## config.mk

```make
export PLATFORM = sky130hd
export DESIGN_NAME = uart_rx_cfg
export DESIGN_NICKNAME = d
export VERILOG_FILES = /design/src/rtl/uart_pkg.sv /design/src/rtl/uart_baud_tick.sv /design/src/rtl/uart_rx_cfg.sv
export SDC_FILE = /design/constraint.sdc
export NUM_CORES = 1
export LEC_CHECK = 0
export ABC_CLOCK_PERIOD_IN_PS = 5400
export CORE_MARGIN = 2
export CORE_UTILIZATION = 54
export DETAILED_ROUTE_END_ITERATION = 16
export HOLD_SLACK_MARGIN = 0.03
export PLACE_DENSITY = 0.75
export SLEW_MARGIN = 20
export SYNTH_ARGS = -nofsm -noshare
export SYNTH_HDL_FRONTEND = slang
export SYNTH_SLANG_ARGS = --single-unit
```

## constraint.sdc

```tcl
create_clock -name Clk -period 5.4 [get_ports Clk]
set_input_delay 0.54 -clock Clk [delete_from_list [all_inputs] [get_ports Clk]]
set_output_delay 0.54 -clock Clk [all_outputs]
set_load 0.05 [all_outputs]
```

## src/rtl/uart_pkg.sv

```systemverilog
// Shared UART types, error-bit positions and the oversample tick divider calculation.
// Pure declarations; no logic, no latency.
package uart_pkg;

  typedef enum logic [1:0] {
    NONE = 2'd0,
    EVEN = 2'd1,
    ODD  = 2'd2
  } parity_e;

  typedef enum logic [2:0] {
    IDLE,
    START,
    DATA,
    PARITY,
    STOP,
    BRK_WAIT
  } rx_state_e;

  localparam int ERR_BREAK  = 0;
  localparam int ERR_PARITY = 1;
  localparam int ERR_FRAME  = 2;

  // Frame format captured at start detection.
  typedef struct packed {
    logic [3:0] data_bits;
    parity_e    parity;
    logic       stop2;
  } rx_cfg_t;

  function automatic int baud_div(input int sysclk, input int baud, input int os);
    int d;
    d = sysclk / (baud * os);
    return (d < 1) ? 1 : d;
  endfunction

endpackage

```

## src/rtl/uart_baud_tick.sv

```systemverilog
// Free-running divider: one-cycle tick every DIV clocks; restart realigns the phase.
// Tick is combinational from the counter; no backpressure.
module uart_baud_tick #(
  parameter int DIV = 1
) (
  input  logic Clk,
  input  logic Rst_n,
  input  logic restart,
  output logic tick
);

  localparam int            CW   = (DIV > 1) ? $clog2(DIV) : 1;
  localparam logic [CW-1:0] LAST = CW'(DIV - 1);

  logic [CW-1:0] cnt;

  assign tick = (cnt == LAST);

  always_ff @(posedge Clk or negedge Rst_n) begin
    if (!Rst_n) begin
      cnt <= '0;
    end else if (restart || tick) begin
      cnt <= '0;
    end else begin
      cnt <= cnt + 1'b1;
    end
  end

endmodule

```

## src/rtl/uart_rx_cfg.sv

```systemverilog
// Oversampling UART receiver with runtime 5-9 data bits, parity and 1/2 stop bits.
// Frame is presented one cycle after the last stop sample; a held, unaccepted frame causes new frames to be dropped with Rx_Overrun.
module uart_rx_cfg
  import uart_pkg::*;
#(
  parameter int SYSCLK_RATE   = 100000000,
  parameter int BAUD_RATE     = 9600,
  parameter int OVERSAMPLE    = 16,
  parameter int MAX_DATA_BITS = 9
) (
  input  logic                     Clk,
  input  logic                     Rst_n,
  input  logic                     Rx,
  input  logic [3:0]               Cfg_Data_Bits,
  input  logic [1:0]               Cfg_Parity,
  input  logic                     Cfg_Stop_Bits,
  output logic [MAX_DATA_BITS-1:0] Rx_Data,
  output logic [2:0]               Rx_Err,
  output logic                     Rx_Valid,
  input  logic                     Rx_Ready,
  output logic                     Rx_Overrun,
  output logic                     Rx_Busy
);

  localparam int DIV      = baud_div(SYSCLK_RATE, BAUD_RATE, OVERSAMPLE);
  localparam int OS_W     = $clog2(OVERSAMPLE);
  localparam int MAX_BITS = (MAX_DATA_BITS < 9) ? MAX_DATA_BITS : 9;

  localparam logic [OS_W-1:0] SMP_A   = OS_W'(OVERSAMPLE / 2 - 1);
  localparam logic [OS_W-1:0] SMP_B   = OS_W'(OVERSAMPLE / 2);
  localparam logic [OS_W-1:0] SMP_C   = OS_W'(OVERSAMPLE / 2 + 1);
  localparam logic [OS_W-1:0] OS_LAST = OS_W'(OVERSAMPLE - 1);

  function automatic logic [3:0] clamp_bits(input logic [3:0] b);
    if (b < 4'd5) return 4'd5;
    if (b > 4'(MAX_BITS)) return 4'(MAX_BITS);
    return b;
  endfunction

  function automatic parity_e map_parity(input logic [1:0] p);
    case (p)
      2'b01:   return EVEN;
      2'b10:   return ODD;
      default: return NONE;
    endcase
  endfunction

  rx_state_e state, state_next;
  rx_cfg_t   cfg;

  logic                     rx_meta, rx_sync, rx_prev;
  logic                     rx_fall;
  logic                     tick, restart;
  logic [OS_W-1:0]          os_cnt;
  logic                     smp_a, smp_b, voted;
  logic                     active, vote_tick;
  logic [3:0]               bit_cnt;
  logic [MAX_DATA_BITS-1:0] shreg;
  logic                     par_bit, par_err, frame_err, stop_seen;
  logic                     is_break, done, brk;
  logic [2:0]               err_new;

  uart_baud_tick #(.DIV(DIV)) u_tick (
    .Clk     (Clk),
    .Rst_n   (Rst_n),
    .restart (restart),
    .tick    (tick)
  );

  // Flops preset high so an idle-high line never looks like a start after reset.
  always_ff @(posedge Clk or negedge Rst_n) begin
    if (!Rst_n) begin
      rx_meta <= 1'b1;
      rx_sync <= 1'b1;
      rx_prev <= 1'b1;
    end else begin
      rx_meta <= Rx;
      rx_sync <= rx_meta;
      rx_prev <= rx_sync;
    end
  end

  assign rx_fall   = rx_prev & ~rx_sync;
  assign active    = (state != IDLE) && (state != BRK_WAIT);
  assign vote_tick = active && tick && (os_cnt == SMP_C);
  assign voted     = (smp_a & smp_b) | (smp_a & rx_sync) | (smp_b & rx_sync);
  assign is_break  = (shreg == '0) && ((cfg.parity == NONE) || !par_bit) && !voted;
  assign Rx_Busy   = (state != IDLE);

  always_ff @(posedge Clk or negedge Rst_n) begin
    if (!Rst_n) begin
      state <= IDLE;
    end else begin
      state <= state_next;
    end
  end

  always_comb begin
    state_next = state;
    restart    = 1'b0;
    done       = 1'b0;
    brk        = 1'b0;
    case (state)
      IDLE: begin
        if (rx_fall) begin
          state_next = START;
          restart    = 1'b1;
        end
      end
      START: begin
        if (vote_tick) state_next = voted ? IDLE : DATA;
      end
      DATA: begin
        if (vote_tick && (bit_cnt == cfg.data_bits - 4'd1)) begin
          state_next = (cfg.parity == NONE) ? STOP : PARITY;
        end
      end
      PARITY: begin
        if (vote_tick) state_next = STOP;
      end
      STOP: begin
        // A break completes on the first stop sample regardless of stop-bit count.
        if (vote_tick) begin
          if (!stop_seen && is_break) begin
            brk        = 1'b1;
            done       = 1'b1;
            state_next = BRK_WAIT;
          end else if (!stop_seen && cfg.stop2) begin
            state_next = STOP;
          end else begin
            done       = 1'b1;
            state_next = IDLE;
          end
        end
      end
      BRK_WAIT: begin
        if (rx_sync) state_next = IDLE;
      end
      default: state_next = IDLE;
    endcase
  end

  always_comb begin
    err_new = '0;
    if (brk) begin
      err_new[ERR_BREAK] = 1'b1;
    end else begin
      err_new[ERR_PARITY] = par_err;
      err_new[ERR_FRAME]  = frame_err | ~voted;
    end
  end

  always_ff @(posedge Clk or negedge Rst_n) begin
    if (!Rst_n) begin
      cfg       <= '0;
      os_cnt    <= '0;
      smp_a     <= 1'b1;
      smp_b     <= 1'b1;
      bit_cnt   <= '0;
      shreg     <= '0;
      par_bit   <= 1'b0;
      par_err   <= 1'b0;
      frame_err <= 1'b0;
      stop_seen <= 1'b0;
    end else if (restart) begin
      cfg       <= '{data_bits: clamp_bits(Cfg_Data_Bits),
                     parity:    map_parity(Cfg_Parity),
                     stop2:     Cfg_Stop_Bits};
      os_cnt    <= '0;
      bit_cnt   <= '0;
      shreg     <= '0;
      par_bit   <= 1'b0;
      par_err   <= 1'b0;
      frame_err <= 1'b0;
      stop_seen <= 1'b0;
    end else if (active && tick) begin
      os_cnt <= (os_cnt == OS_LAST) ? '0 : os_cnt + 1'b1;
      if (os_cnt == SMP_A) smp_a <= rx_sync;
      if (os_cnt == SMP_B) smp_b <= rx_sync;
      if (os_cnt == SMP_C) begin
        case (state)
          DATA: begin
            shreg   <= shreg | (MAX_DATA_BITS'(voted) << bit_cnt);
            bit_cnt <= bit_cnt + 4'd1;
          end
          PARITY: begin
            par_bit <= voted;
            par_err <= (^shreg) ^ voted ^ (cfg.parity == ODD);
          end
          STOP: begin
            stop_seen <= 1'b1;
            frame_err <= frame_err | ~voted;
          end
          default: ;
        endcase
      end
    end
  end

  // Output holding register: a held frame wins over a newly completed one.
  always_ff @(posedge Clk or negedge Rst_n) begin
    if (!Rst_n) begin
      Rx_Data    <= '0;
      Rx_Err     <= '0;
      Rx_Valid   <= 1'b0;
      Rx_Overrun <= 1'b0;
    end else begin
      Rx_Overrun <= done && Rx_Valid && !Rx_Ready;
      if (done && (!Rx_Valid || Rx_Ready)) begin
        Rx_Valid <= 1'b1;
        Rx_Data  <= brk ? '0 : shreg;
        Rx_Err   <= err_new;
      end else if (Rx_Valid && Rx_Ready) begin
        Rx_Valid <= 1'b0;
      end
    end
  end

endmodule

```

==> results of run 1 <==
==> cells by family (layout without fill, tap and decap cells) <==
logic type / after synthesis / count (layout)
mux: 5 / 5
flops: 60 / 60
buf+inv: 28 / 57
simple gates: 140 / 140
fa+ha+maj: 12 / 12
compound gates: 51 / 51
xor+xnor: 23 / 23
==> final cells by class <==
class	count	share of cell area (%)
inverters	16	1.68
clock inverters	2	0.978
well taps	72	2.51
clock buffers	13	4.16
multi-input cells	231	41.6
repair buffers	26	7.05
flip-flops and latches	60	42.1
==> placed cells by master (no fill, tap or decap), types with 2 or more instances in the layout <==
master	count
clkbuf_1	3
clkdlybuf4s50_1	24
a31oi_1	3
nand3b_1	5
dfstp_2	5
a211oi_1	2
and3_1	5
nand2_1	52
xor2_1	5
o21ai_0	10
nand2b_1	3
nand4b_1	2
inv_1	16
nor2b_1	7
nand4_1	4
o21ai_1	10
clkbuf_8	10
ha_1	11
dfrtp_1	55
nor2_1	36
xnor2_1	16
a22o_1	3
a21oi_1	11
nand3_1	8
mux2i_1	2
mux2_1	2
nor3_1	5
==> how the worst max path moves through the flow <==
stage               cells past startpoint  slack, ns    endpoint
floorplan                               7       3.56   os_cnt[3]
global placement                        6       2.98  Rx_Data[8]
detailed placement                      6       2.90  Rx_Data[8]
CTS                                     3       2.80     Rx_Busy
global route                            6       2.63  Rx_Data[8]
finish                                  3       2.79     Rx_Busy
==> layer usage <==
metal / wire, um / vias up
met4: 154 / 0
met2: 2690 / 57
met3: 243 / 12
met1: 2680 / 1072
met5: 0 / -
li1: - / 1133
==> state kept, by name, summed over array words and instances (netlist names), 3 cells and up <==
register    count
u_tick.cnt     10
Rx_Data         9
shreg           9
cfg             7
bit_cnt         4
os_cnt          4
Rx_Err          3
state           3
==> power by group <==
part           internal (mW)  switching, mW  leakage (nW)
clock network          0.223          0.160        0.0935
logic                  0.121          0.128         0.690
registers              0.510         0.0691         0.784
total                  0.854          0.357          1.57
==> through the flow <==
step	power [mW]	setup slack, ns
final	1.21	2.79
after floorplan	0.773	3.56
after global routing	1.28	2.63
after global placement	0.826	2.98
after CTS	1.22	2.80
after detailed placement	0.836	2.90
==> reports/metrics.csv, run 1 <==
stage;metric;value;unit
drt;antenna viol nets, final;0;
yosys;main combinational cell family by area after synthesis;simple AND/OR/NAND/NOR gates;
grt;initial antenna violation count;0;
grt;gr ovfl total;0;
grt;pin count of the biggest net entering global routing;61;
grt;GR Layer Usage met3;4.16;%
yosys;mux cell area share after synthesis;1.72;%
die;I/O Pins;26;
drt;number of remaining DRC errors;0;
yosys;cell taking the most area after synthesis;dfrtp_1;
die;die area;6420;um^2
clock_tree;CTS Buffer Depth;2;
yosys;syn_nets;341;
hold_path;worst hold path type;in -> async;
grt;total track usage;20.1;%
timing;RSZ-0062 raised after global routing;false;
worst_setup_path;R2R depth;6;
yosys;post-synthesis sequential area ratio;48.2;%
timing;Fin. Hold Viols;0;
yosys;Yosys warning total;0;
yosys;post-synthesis simple-gate area fraction;23.0;%
clock_tree;CTS resizes;0;
yosys;synth top area cells;dfrtp_1 (44%), nand2_1 (6.2%), xnor2_1 (4.5%), ha_1 (4.4%), nor2_1 (4.3%);
yosys;Syn Inst Count;319;
clock_tree;clk_lat worst skew;0.33;ns
placement;HPWL Detailed;4.16;mm
grt;first-pass GRT wire length;9.85;mm
clock_tree;CTS tree;built;
timing;Worst-Margin Slew;0.794;ns
worst_setup_path;Critical Path Start;state[2];
die;core area;5540;um^2
worst_setup_path;cells along the critical path;nor2_1, nand2_1, clkdlybuf4s50_1;
pwr;Leak;1.57;nW
yosys;Synth Register Bits;60;
drt;Avg WL per Cell;13.7;um
layout;Fill cells;449;
placement;Port Buffers;25;
pwr;peak supply drop;0.219;mV
die;chip height;80.1;um
worst_setup_path;Max FO, Critical Path;8;
clock_tree;count of hold-fix buffers inserted at cts;0;
clock_tree;clk sink count;60;
placement;dpl cells;405;
die;Initial Util;56.4;%
yosys;Post-Synth Adder-Cell Area;4.76;%
clock_tree;CTS root buf;clkbuf_8;
worst_setup_path;Critical-path top delay cell;clkdlybuf4s50_1;
worst_setup_path;Largest stage delay, worst path;0.73;ns
die;Rows;27;
timing;Slew HR;47.1;%
drt;DRT Wirelength;5.77;mm
worst_setup_path;cell family with most CP delay;buffers and inverters;
timing;fin crit share;48.3;%
worst_setup_path;CP arrival;2.07;ns
worst_setup_path;crit path kind;reg -> out;
yosys;Main synth FF type;dfrtp_1;
yosys;Mapped Area;3130;um^2
timing;final slew viol count;0;
layout;fin util;64.7;%
worst_setup_path;R2R Path End;Rx_Data[8];
yosys;Distinct cells, synth;59;
pwr;Power Dens Cells;338;nW/um^2
timing;Fin Clk Skew;0.00901;ns
timing;Max Fclk;383;MHz
timing;Final Setup Violations;0;
clock_tree;Setup Buffers After CTS;0;
grt;GRT busiest layer;met2;
drt;DR pass1 iterations;4;
worst_setup_path;crit start category;register;
layout;area grow syn2layout;14.6;%
timing;Tmin final;2.61;ns
drt;starting DRC count in detailed routing;150;
placement;Post-DP Area;3400;um^2
yosys;Post-Syn Area per Cell;9.80;um^2
outcome;status;complete, no violations;
yosys;Yosys top cell area share;44.0;%
yosys;Post-synth EDFFs;0;
grt;met1 Use GR;26.8;%
worst_setup_path;Worst Path Required;4.86;ns
grt;met2 Use GR;30.8;%
placement;Final GP Congestion;0.881;
worst_setup_path;R2R Path Start;u_tick.cnt[0];
worst_setup_path;Reg2Reg Setup Slack;2.87;ns
layout;multi-input combinational cell area;1490;um^2
layout;fraction of layout cells with a size suffix above 1;8.91;%
worst_setup_path;critical path endpoint category;primary output;
layout;diode count;0;
yosys;complex-gate fraction of the synthesized area;11.0;%
grt;vias in the first global route;2150;
layout;Storage cell area;1510;um^2
layout;Finished Cell Area;3580;um^2
timing;setup TNS;0;ns
yosys;Synth async-reset ratio;100;%
drt;vias per inst;5.41;
layout;Layout Nets;366;
timing;Hold Slack;0.345;ns
flow_run;# Max-Cap Violations;0;
layout;Layout Cells excl Fill;420;
clock_tree;CTS Buf Count;9;
die;Die Width;80.1;um
yosys;most frequent cell after synthesis;dfrtp_1;
worst_setup_path;CP bufs+invs;1;
drt;vias;2274;
clock_tree;number of H-tree levels;3;
yosys;most frequent cells after synthesis;dfrtp_1 (55), nand2_1 (52), nor2_1 (36);
clock_tree;Worst-path clk slew;0.07;ns
yosys;XOR/XNOR share of the synthesized area;7.12;%
Note: power is estimated with default switching activity, not from simulation.
==> inputs of run 2 (changes only) <==
--- a/config.mk
+++ b/config.mk
@@ -5,7 +5,7 @@
 export SDC_FILE = /design/constraint.sdc
 export NUM_CORES = 1
 export LEC_CHECK = 0
-export ABC_CLOCK_PERIOD_IN_PS = 5400
+export ABC_CLOCK_PERIOD_IN_PS = 2620
 export CORE_MARGIN = 2
 export CORE_UTILIZATION = 54
 export DETAILED_ROUTE_END_ITERATION = 16
==> constraint.sdc (replaced) <==
create_clock -name Clk -period 2.62 [get_ports Clk]
set_input_delay 0.262 -clock Clk [delete_from_list [all_inputs] [get_ports Clk]]
set_output_delay 0.262 -clock Clk [all_outputs]
set_load 0.05 [all_outputs]
==> run 2 against run 1 <==
Power increased by 120%. Sequential share of layout area decreased by 0.89 points. Critical endpoint unchanged. Flip-flop and latch count unchanged. Routed wire length increased by 1.9%. Setup slack got worse by 2.5 ns. Largest power group unchanged.
==> reports/metrics.csv, run 2 (synthesis gave the netlist of run 1 again) <==
stage;metric;value;unit
outcome;status;complete, no violations;
layout;largest register by flop count;u_tick.cnt;
pwr;net switching power figure;0.762;mW
timing;RSZ-0062 raised after global routing;false;
layout;most frequent cells in the layout;dfrtp_1 (55), nand2_1 (52), nor2_1 (36);
grt;first-pass GRT wire length;10.3;mm
clock_tree;CTS root buf;clkbuf_8;
worst_setup_path;crit start category;register;
grt;initial antenna violation count;0;
worst_setup_path;CP arrival;2.09;ns
worst_setup_path;Max FO, Critical Path;8;
layout;Fill cells;465;
clock_tree;Worst-path clk slew;0.06;ns
worst_setup_path;crit path kind;reg -> out;
drt;vias;2287;
clock_tree;CTS tree;built;
layout;max reg flops;10;
clock_tree;Setup Buffers After CTS;0;
drt;DR pass1 iterations;4;
die;chip height;80.1;um
clock_tree;CTS Buffer Depth;2;
pwr;Comb power frac;19.9;%
timing;Tmin final;2.35;ns
pwr;Power Dens Cells;712;nW/um^2
drt;Avg WL per Cell;13.8;um
timing;Fin Clk Skew;0.00504;ns
timing;Fin. Hold Viols;0;
grt;vias in the first global route;2264;
placement;Final GP Congestion;0.831;
drt;antenna viol nets, final;0;
die;die area;6420;um^2
timing;Final Setup Violations;0;
drt;vias per inst;5.37;
grt;gr ovfl total;0;
clock_tree;number of H-tree levels;3;
hold_path;worst hold path type;in -> reg;
flow_run;# Max-Cap Violations;0;
drt;DRT Wirelength;5.88;mm
clock_tree;CTS resizes;0;
timing;final slew viol count;0;
layout;diode count;0;
die;I/O Pins;26;
layout;fraction of layout cells with a size suffix above 1;11.0;%
pwr;Switching Share;29.2;%
grt;pin count of the biggest net entering global routing;36;
timing;fin crit share;89.8;%
grt;total track usage;21.1;%
timing;setup TNS;0;ns
placement;Setup WS pre-CTS;0.563;ns
clock_tree;CTS Buf Count;9;
timing;Worst-Margin Slew;0.593;ns
placement;HPWL Detailed;4.22;mm
die;Die Width;80.1;um
layout;largest registers;u_tick.cnt: 10 flops, Rx_Data: 9 flops, shreg: 9 flops;
drt;number of remaining DRC errors;0;
layout;area grow syn2layout;17.1;%
pwr;Seq pwr share;45.8;%
placement;Port Buffers;25;
clock_tree;count of hold-fix buffers inserted at cts;1;
drt;starting DRC count in detailed routing;95;
timing;setup ws final;0.266;ns
timing;Max Fclk;425;MHz
worst_setup_path;Reg2Reg Setup Slack;0.55;ns
die;Rows;27;
clock_tree;clk sink count;60;
layout;most common cell after layout, fill and taps aside;dfrtp_1;
pwr;Leak;1.61;nW
die;Initial Util;56.4;%
worst_setup_path;Worst Path Required;2.36;ns
worst_setup_path;critical path endpoint category;primary output;
timing;Hold Slack;0.323;ns
pwr;peak supply drop;0.576;mV
timing;Slew HR;60.5;%
layout;Layout Nets;371;
pwr;Clk pwr share;34.3;%
clock_tree;clk_lat worst skew;0.34;ns
die;core area;5540;um^2
pwr;Int Pwr;1.84;mW
run 2: changes by cell type in the layout (fill, tap and decap cells not counted):
| cell | previous run | this run |
|---|---|---|
| buf_4 | 1 | 5 |
| clkbuf_1 | 3 | 0 |
| clkbuf_8 | 10 | 13 |
| clkinvlp_4 | 0 | 1 |
| dlygate4sd3_1 | 0 | 1 |
run 2: final cells by class:
type / instances / area (um^2) / share of cell area (%)
Timing Repair Buffer: 31 / 293 / 8.00
Clock buffer: 13 / 179 / 4.89
Tap cell: 72 / 90.1 / 2.46
Multi-Input combinational cell: 231 / 1490 / 40.7
Inverter: 16 / 60.1 / 1.64
Sequential cell: 60 / 1510 / 41.2
Clock inverter: 3 / 42.5 / 1.16
run 2: critical path, cell delays in order (launching register included):
cell and delay (ns):
dfrtp_1 0.47, nor2_1 0.41, nand2_1 0.14, clkdlybuf4s50_1 0.72
run 2: worst paths after layout:
| kind | start | end | cells past startpoint |
|---|---|---|---|
| max in group asynchronous | Rst_n | os_cnt[1] | 3 |
| min in group asynchronous | Rst_n | Rx_Data[3] | 3 |
| worst max register to register | u_tick.cnt[0] | par_bit | 7 |
| worst min-delay path | Rx | rx_meta | 1 |
| worst max-delay path | state[2] | Rx_Busy | 3 |
| worst min register to register | rx_meta | rx_sync | 0 |
run 2: routing by layer:
metal | global-route usage (%) | vias up | wire length, um
li1 | - | 1142 | -
met1 | 27.3 | 1080 | 2750
met2 | 33.0 | 56 | 2710
met3 | 6.63 | 9 | 310
met4 | 8.31 | 0 | 99
met5 | 0 | - | 0
run 2: power groups by stage:
stage / combinational [mW] / sequential, mW / clock, mW
after floorplan: 0.439 / 1.15 / 0
after CTS: 0.519 / 1.19 / 0.916
after global routing: 0.592 / 1.21 / 0.959
after detailed placement: 0.514 / 1.21 / 0
after global placement: 0.507 / 1.20 / 0
final: 0.518 / 1.19 / 0.894
run 2: through the flow:
step	total power [mW]	utilization [%]	std cells	instance area [um^2]
2_1_floorplan	1.59	-	319	3130
3_3_place_gp	1.71	61.9	409	3430
3_5_place_dp	1.72	61.9	409	3430
4_1_cts	2.63	66.1	426	3660
5_1_grt	2.76	66.1	426	3660
6_report	2.61	66.1	426	3660
